===== config.mk =====
export PLATFORM = sky130hd
export DESIGN_NAME = trace_lockstep_cmp
export DESIGN_NICKNAME = d
export VERILOG_FILES = /design/src/rtl/trace_lockstep_cmp.sv
export SDC_FILE = /design/constraint.sdc
export NUM_CORES = 1
export LEC_CHECK = 0
export CORE_ASPECT_RATIO = 0.9
export CORE_MARGIN = 3
export CORE_UTILIZATION = 50
export DETAILED_ROUTE_END_ITERATION = 12
export PLACE_DENSITY = 0.64
export SLEW_MARGIN = 30
export SYNTH_ARGS = -nofsm -noshare
export SYNTH_HDL_FRONTEND = slang
export SYNTH_SLANG_ARGS = --single-unit

===== constraint.sdc =====
create_clock -name clk -period 12.1 [get_ports clk]
set_clock_uncertainty 0.2 [all_clocks]
set_input_delay 2.42 -clock clk [delete_from_list [all_inputs] [get_ports clk]]
set_output_delay 2.42 -clock clk [all_outputs]
set_load 0.005 [all_outputs]

===== src/rtl/trace_lockstep_cmp.sv =====
// Lockstep trace comparator: buffers a golden and an optimised core trace stream
// in skew FIFOs, compares them pairwise and reports pass or the first failure.
module trace_lockstep_cmp #(
  parameter int unsigned WIDTH   = 36,
  parameter int unsigned DEPTH   = 16,
  parameter int unsigned TIMEOUT = 1024
) (
  input  logic             clk,
  input  logic             resetn,
  input  logic             enable,
  input  logic             ref_valid,
  input  logic [WIDTH-1:0] ref_data,
  input  logic             dut_valid,
  input  logic [WIDTH-1:0] dut_data,
  input  logic             ref_trap,
  input  logic             dut_trap,
  output logic             done,
  output logic             pass,
  output logic [1:0]       fail_code,
  output logic [31:0]      match_count,
  output logic [WIDTH-1:0] ref_mis_data,
  output logic [WIDTH-1:0] dut_mis_data
);

  localparam int unsigned PW = (DEPTH > 1) ? $clog2(DEPTH) : 1;
  localparam int unsigned TW = $clog2(TIMEOUT + 1);

  localparam logic [1:0] FC_NONE     = 2'd0;
  localparam logic [1:0] FC_MISMATCH = 2'd1;
  localparam logic [1:0] FC_OVERFLOW = 2'd2;
  localparam logic [1:0] FC_LENGTH   = 2'd3;

  typedef enum logic [2:0] {
    S_IDLE,
    S_RUN,
    S_DRAIN,
    S_PASS,
    S_FAIL
  } state_t;

  state_t state_q, state_n;

  logic [WIDTH-1:0] ref_mem [DEPTH];
  logic [WIDTH-1:0] dut_mem [DEPTH];

  logic [PW:0]   ref_wr_q, ref_rd_q, dut_wr_q, dut_rd_q;
  logic [PW:0]   ref_wr_n, ref_rd_n, dut_wr_n, dut_rd_n;
  logic          ref_seen_q, dut_seen_q, ref_seen_n, dut_seen_n;
  logic [TW-1:0] tmr_q, tmr_n;

  logic [1:0]       fail_code_n;
  logic [31:0]      match_count_n;
  logic [WIDTH-1:0] ref_mis_n, dut_mis_n;
  logic             done_n, pass_n;

  logic             active, running, draining;
  logic             ref_empty, dut_empty, ref_full, dut_full;
  logic             pop, mismatch;
  logic             ref_push, dut_push, ref_ovf, dut_ovf, overflow;
  logic             timeout, length_err, drain_done;
  logic [WIDTH-1:0] ref_head, dut_head;

  // Pointer-based FIFO status; the extra MSB separates full from empty
  always_comb begin
    running   = (state_q == S_RUN);
    draining  = (state_q == S_DRAIN);
    active    = running | draining;
    ref_empty = (ref_wr_q == ref_rd_q);
    dut_empty = (dut_wr_q == dut_rd_q);
    ref_full  = (ref_wr_q[PW-1:0] == ref_rd_q[PW-1:0]) && (ref_wr_q[PW] != ref_rd_q[PW]);
    dut_full  = (dut_wr_q[PW-1:0] == dut_rd_q[PW-1:0]) && (dut_wr_q[PW] != dut_rd_q[PW]);
    ref_head  = ref_mem[ref_rd_q[PW-1:0]];
    dut_head  = dut_mem[dut_rd_q[PW-1:0]];
  end

  // Datapath events for the current cycle
  always_comb begin
    pop        = active && !ref_empty && !dut_empty;
    mismatch   = pop && (ref_head != dut_head);
    ref_ovf    = active && ref_valid && ref_full && !pop;
    dut_ovf    = active && dut_valid && dut_full && !pop;
    overflow   = ref_ovf | dut_ovf;
    ref_push   = active && ref_valid && !ref_ovf;
    dut_push   = active && dut_valid && !dut_ovf;
    ref_seen_n = ref_seen_q | (running & ref_trap);
    dut_seen_n = dut_seen_q | (running & dut_trap);
    timeout    = running && (ref_seen_q | dut_seen_q) && !(ref_seen_n & dut_seen_n)
                 && (tmr_q == TW'(TIMEOUT - 1));
    length_err = timeout
                 | (draining && (ref_empty != dut_empty) && !ref_valid && !dut_valid);
    drain_done = draining && ref_empty && dut_empty && !ref_valid && !dut_valid;
  end

  // Next-state and output logic
  always_comb begin
    state_n       = state_q;
    ref_wr_n      = ref_wr_q;
    ref_rd_n      = ref_rd_q;
    dut_wr_n      = dut_wr_q;
    dut_rd_n      = dut_rd_q;
    tmr_n         = tmr_q;
    fail_code_n   = fail_code;
    match_count_n = match_count;
    ref_mis_n     = ref_mis_data;
    dut_mis_n     = dut_mis_data;

    if (ref_push) ref_wr_n = ref_wr_q + (PW + 1)'(1);
    if (dut_push) dut_wr_n = dut_wr_q + (PW + 1)'(1);
    if (pop) begin
      ref_rd_n = ref_rd_q + (PW + 1)'(1);
      dut_rd_n = dut_rd_q + (PW + 1)'(1);
    end

    if (running && (ref_seen_q | dut_seen_q) && (tmr_q != TW'(TIMEOUT - 1)))
      tmr_n = tmr_q + TW'(1);

    if (pop && !mismatch && (match_count != 32'hFFFF_FFFF))
      match_count_n = match_count + 32'd1;

    case (state_q)
      S_IDLE: if (enable) state_n = S_RUN;
      S_RUN, S_DRAIN: begin
        if (mismatch) begin
          state_n     = S_FAIL;
          fail_code_n = FC_MISMATCH;
          ref_mis_n   = ref_head;
          dut_mis_n   = dut_head;
        end else if (overflow) begin
          state_n     = S_FAIL;
          fail_code_n = FC_OVERFLOW;
        end else if (length_err) begin
          state_n     = S_FAIL;
          fail_code_n = FC_LENGTH;
        end else if (running && ref_seen_n && dut_seen_n) begin
          state_n = S_DRAIN;
        end else if (drain_done) begin
          state_n = S_PASS;
        end
      end
      S_PASS:  state_n = S_PASS;
      S_FAIL:  state_n = S_FAIL;
      default: state_n = S_IDLE;
    endcase

    done_n = (state_n == S_PASS) || (state_n == S_FAIL);
    pass_n = (state_n == S_PASS);
  end

  always_ff @(posedge clk or negedge resetn) begin
    if (!resetn) begin
      state_q      <= S_IDLE;
      ref_wr_q     <= '0;
      ref_rd_q     <= '0;
      dut_wr_q     <= '0;
      dut_rd_q     <= '0;
      ref_seen_q   <= 1'b0;
      dut_seen_q   <= 1'b0;
      tmr_q        <= '0;
      done         <= 1'b0;
      pass         <= 1'b0;
      fail_code    <= FC_NONE;
      match_count  <= '0;
      ref_mis_data <= '0;
      dut_mis_data <= '0;
    end else begin
      state_q      <= state_n;
      ref_wr_q     <= ref_wr_n;
      ref_rd_q     <= ref_rd_n;
      dut_wr_q     <= dut_wr_n;
      dut_rd_q     <= dut_rd_n;
      ref_seen_q   <= ref_seen_n;
      dut_seen_q   <= dut_seen_n;
      tmr_q        <= tmr_n;
      done         <= done_n;
      pass         <= pass_n;
      fail_code    <= fail_code_n;
      match_count  <= match_count_n;
      ref_mis_data <= ref_mis_n;
      dut_mis_data <= dut_mis_n;
    end
  end

  // Storage arrays need no reset: pointers alone define validity
  always_ff @(posedge clk) begin
    if (ref_push) ref_mem[ref_wr_q[PW-1:0]] <= ref_data;
    if (dut_push) dut_mem[dut_wr_q[PW-1:0]] <= dut_data;
  end

endmodule


==> flow_summary.json <==
{
  "status": "finished clean",
  "grt_pass1_vias": 26000,
  "worst_slew_pin_slew_ps": 994,
  "layout_commonest_cell": "edfxtp_1",
  "fmax_mhz": 166,
  "r2r_slack_ps": 6090,
  "hold_viol": 0,
  "antenna_found_initial": 11,
  "maxCapViolations": 0,
  "syn_area_per_cell_sq_um": 20.3,
  "crit_end": "match_count[1]",
  "fin_crit_sh_pct": 49.6,
  "crit_cells": 11,
  "power_density_nw_per_um2": 153,
  "report.final.slew_viol_count": 0,
  "gp_congestion": 0.858,
  "grt_pass1_wl_microns": 180000,
  "postCtsSetupBuffers": 0,
  "fin_tns_setup_ps": 0,
  "grt_usage_pct": 23.8,
  "syn_nets": 2573,
  "final_nets": 2834,
  "vias": 25300,
  "die_w_microns": 340,
  "via_per_inst": 6.04,
  "yosysSeqAreaShare_pct": 75.9,
  "cp_top_family": "simple AND/OR/NAND/NOR gates",
  "setup_viol": 0,
  "clkSlewWorstSetupHoldPaths_ps": 60,
  "rr_endpoint": "match_count[1]",
  "htreeDepth": 4,
  "netlist_area_sq_um": 50300,
  "cp_max_fo": 36,
  "crit_start": "ref_rd_q[1]",
  "fillCellCount": 7206,
  "final_cell_mix": "edfxtp_1, mux4_2, clkdlybuf4s50_1",
  "cpMostUsedCell": "buf_4",
  "timing.hold.ws_ps": 275,
  "grt_max_degree": 85,
  "clock_latency_ps": 710,
  "async_reset_ff_share_pct": 11.1,
  "grt_overflow": 0,
  "row_count": 109,
  "cts_tree": "yes",
  "grt_setup_unrepaired": "no",
  "cp.required_ps": 12500,
  "ys.flop_type": "edfxtp_1",
  "syn_to_final_growth_pct": 15.6,
  "critPathCaptureType": "flip-flop",
  "fin_crit_ps": 6010,
  "drtAntennaViolNets": 0,
  "r2r-start": "ref_rd_q[1]",
  "wl_microns": 123000,
  "synth_warnings": 0,
  "r2r_cells": 11,
  "slowest_stage": "dfrtp_4",
  "cp-start-kind": "flip-flop",
  "cts-root-buf": "clkbuf_16",
  "cts-resized-gates": 0,
  "cp.buffers_inverters": 2,
  "final_util_pct": 58.7,
  "slowest_delay_ps": 820,
  "min_path_cells": 1,
  "synth_cell_types": 52,
  "core_area_sq_um": 99000,
  "drc": 0,
  "crit_chain": "buf_4 > mux4_2 > a22oi_1 > nand2_1 > xor2_1 > nor4_1 > nand4_1 > or4_4 > nor4_4 > buf_4 > mux2_2",
  "cts_buffers": 131,
  "synth_edf_count": 1152,
  "die_area_sq_um": 104000,
  "wl_per_cell_microns": 29.4,
  "synth_seq_cells": 1296,
  "cts_hold_buf": 0,
  "irDropWorstVdd_mv": 0.122,
  "leakage_nw": 18.9,
  "relSlewSlack_pct": 33.3,
  "crit_type": "flip-flop to flip-flop",
  "clock_sinks": 1296,
  "crit_arrival_ps": 6410,
  "dr.pass1.iters": 5,
  "synthCells": 2482,
  "layout-drive-gt1-share_pct": 21.7,
  "clk_path_buf_depth": 3,
  "initial_core_util_pct": 50.8,
  "power_mw": 8.92,
  "die_h_microns": 307,
  "portBuffers": 186,
  "drt_iter0_markers": 2585,
  "min_path_type": "flip-flop to flip-flop",
  "dp.final_hpwl_microns": 71500,
  "io_pins": 187
}
[metal layers]
metal | vias up | routed length (microns) | GRT usage [%]
met4 | 12 | 2730 | 6.51
met3 | 157 | 10600 | 6.21
met5 | - | 337 | 0.906
met2 | 1049 | 57300 | 36.4
li1 | 10600 | - | -
met1 | 13400 | 52000 | 34.4
[logic make-up (layout without fill, tap and decap cells)]
kind of cell,after synthesis,count (layout),synth area share [%]
AND/OR/NAND/NOR,357,357,3.39
XOR/XNOR,104,104,1.81
multiplexers,398,398,14.7
flip-flops,1296,1296,75.9
adder cells (fa/ha/maj),12,12,0.299
other,0,5,0
AO/OA/AOI/OAI,177,177,2.48
buffers and inverters,138,499,1.40
[stage by stage]
step | cells | setup WS [ps] | area (sq um)
after detailed placement | 3942 | 6150 | 53900
after global routing | 4178 | 5900 | 58100
final | 4180 | 6090 | 58200
after CTS | 4175 | 6170 | 58100
after global placement | 3941 | 5990 | 53900
after floorplan | 2482 | 5820 | 50300
[registers in the layout, indices dropped and copies added, names as in the netlist]
register      cells
done              1
dut_mem         576
dut_mis_data     36
dut_rd_q          5
dut_seen_q        1
dut_wr_q          5
fail_code         2
match_count      32
pass              1
ref_mem         576
ref_mis_data     36
ref_rd_q          5
ref_seen_q        1
ref_wr_q          5
state_q           3
tmr_q            11
[cells in the mapped netlist, types with 32 or more instances]
cell type,count,area (sq um)
mux2_2,51,574
dfrtp_1,144,3600
edfxtp_1,1152,34600
nand3_1,39,195
mux4_2,264,5950
xnor2_1,72,631
xor2_1,32,280
nor2_1,104,390
a22oi_1,54,405
nand2_1,88,330
mux2i_1,58,581
buf_2,61,305
[worst min-delay path by stage]
stage               slack, ps  startpoint  endpoint
global placement          250    tmr_q[8]  tmr_q[8]
global route              280    tmr_q[9]  tmr_q[9]
CTS                       270    tmr_q[9]  tmr_q[9]
finish                    270    tmr_q[9]  tmr_q[9]
detailed placement        270    tmr_q[9]  tmr_q[9]
floorplan                 240    tmr_q[4]  tmr_q[4]
[report_power, final]
| part | switching [mW] | total, mW | internal [mW] | leakage, nW |
|---|---|---|---|---|
| logic | 0.0620 | 0.0846 | 0.0225 | 4.51 |
| registers | 0 | 4.87 | 4.87 | 12.3 |
| clock network | 1.65 | 3.97 | 2.32 | 2.07 |
| total | 1.71 | 8.92 | 7.21 | 18.9 |
[worst register-to-register path, stage by stage, from the launching register on]
cell	delay (ps)
dfrtp_4	820
buf_4	660
mux4_2	660
a22oi_1	260
nand2_1	150
xor2_1	170
nor4_1	650
nand4_1	390
or4_4	720
nor4_4	560
buf_4	310
mux2_2	350
[layout make-up]
type / count / area, sq um / share of cell area, %
Clock buffer: 176 / 3620 / 6.23
Clock inverter: 57 / 598 / 1.03
Tap cell: 1332 / 1670 / 2.87
Antenna cell: 5 / 12.5 / 0.0215
Sequential cell: 1296 / 38200 / 65.7
Inverter: 18 / 68.8 / 0.118
Timing Repair Buffer: 248 / 2330 / 4.00
Multi-Input combinational cell: 1048 / 11600 / 20.0
(Power assumes the default switching activity.)
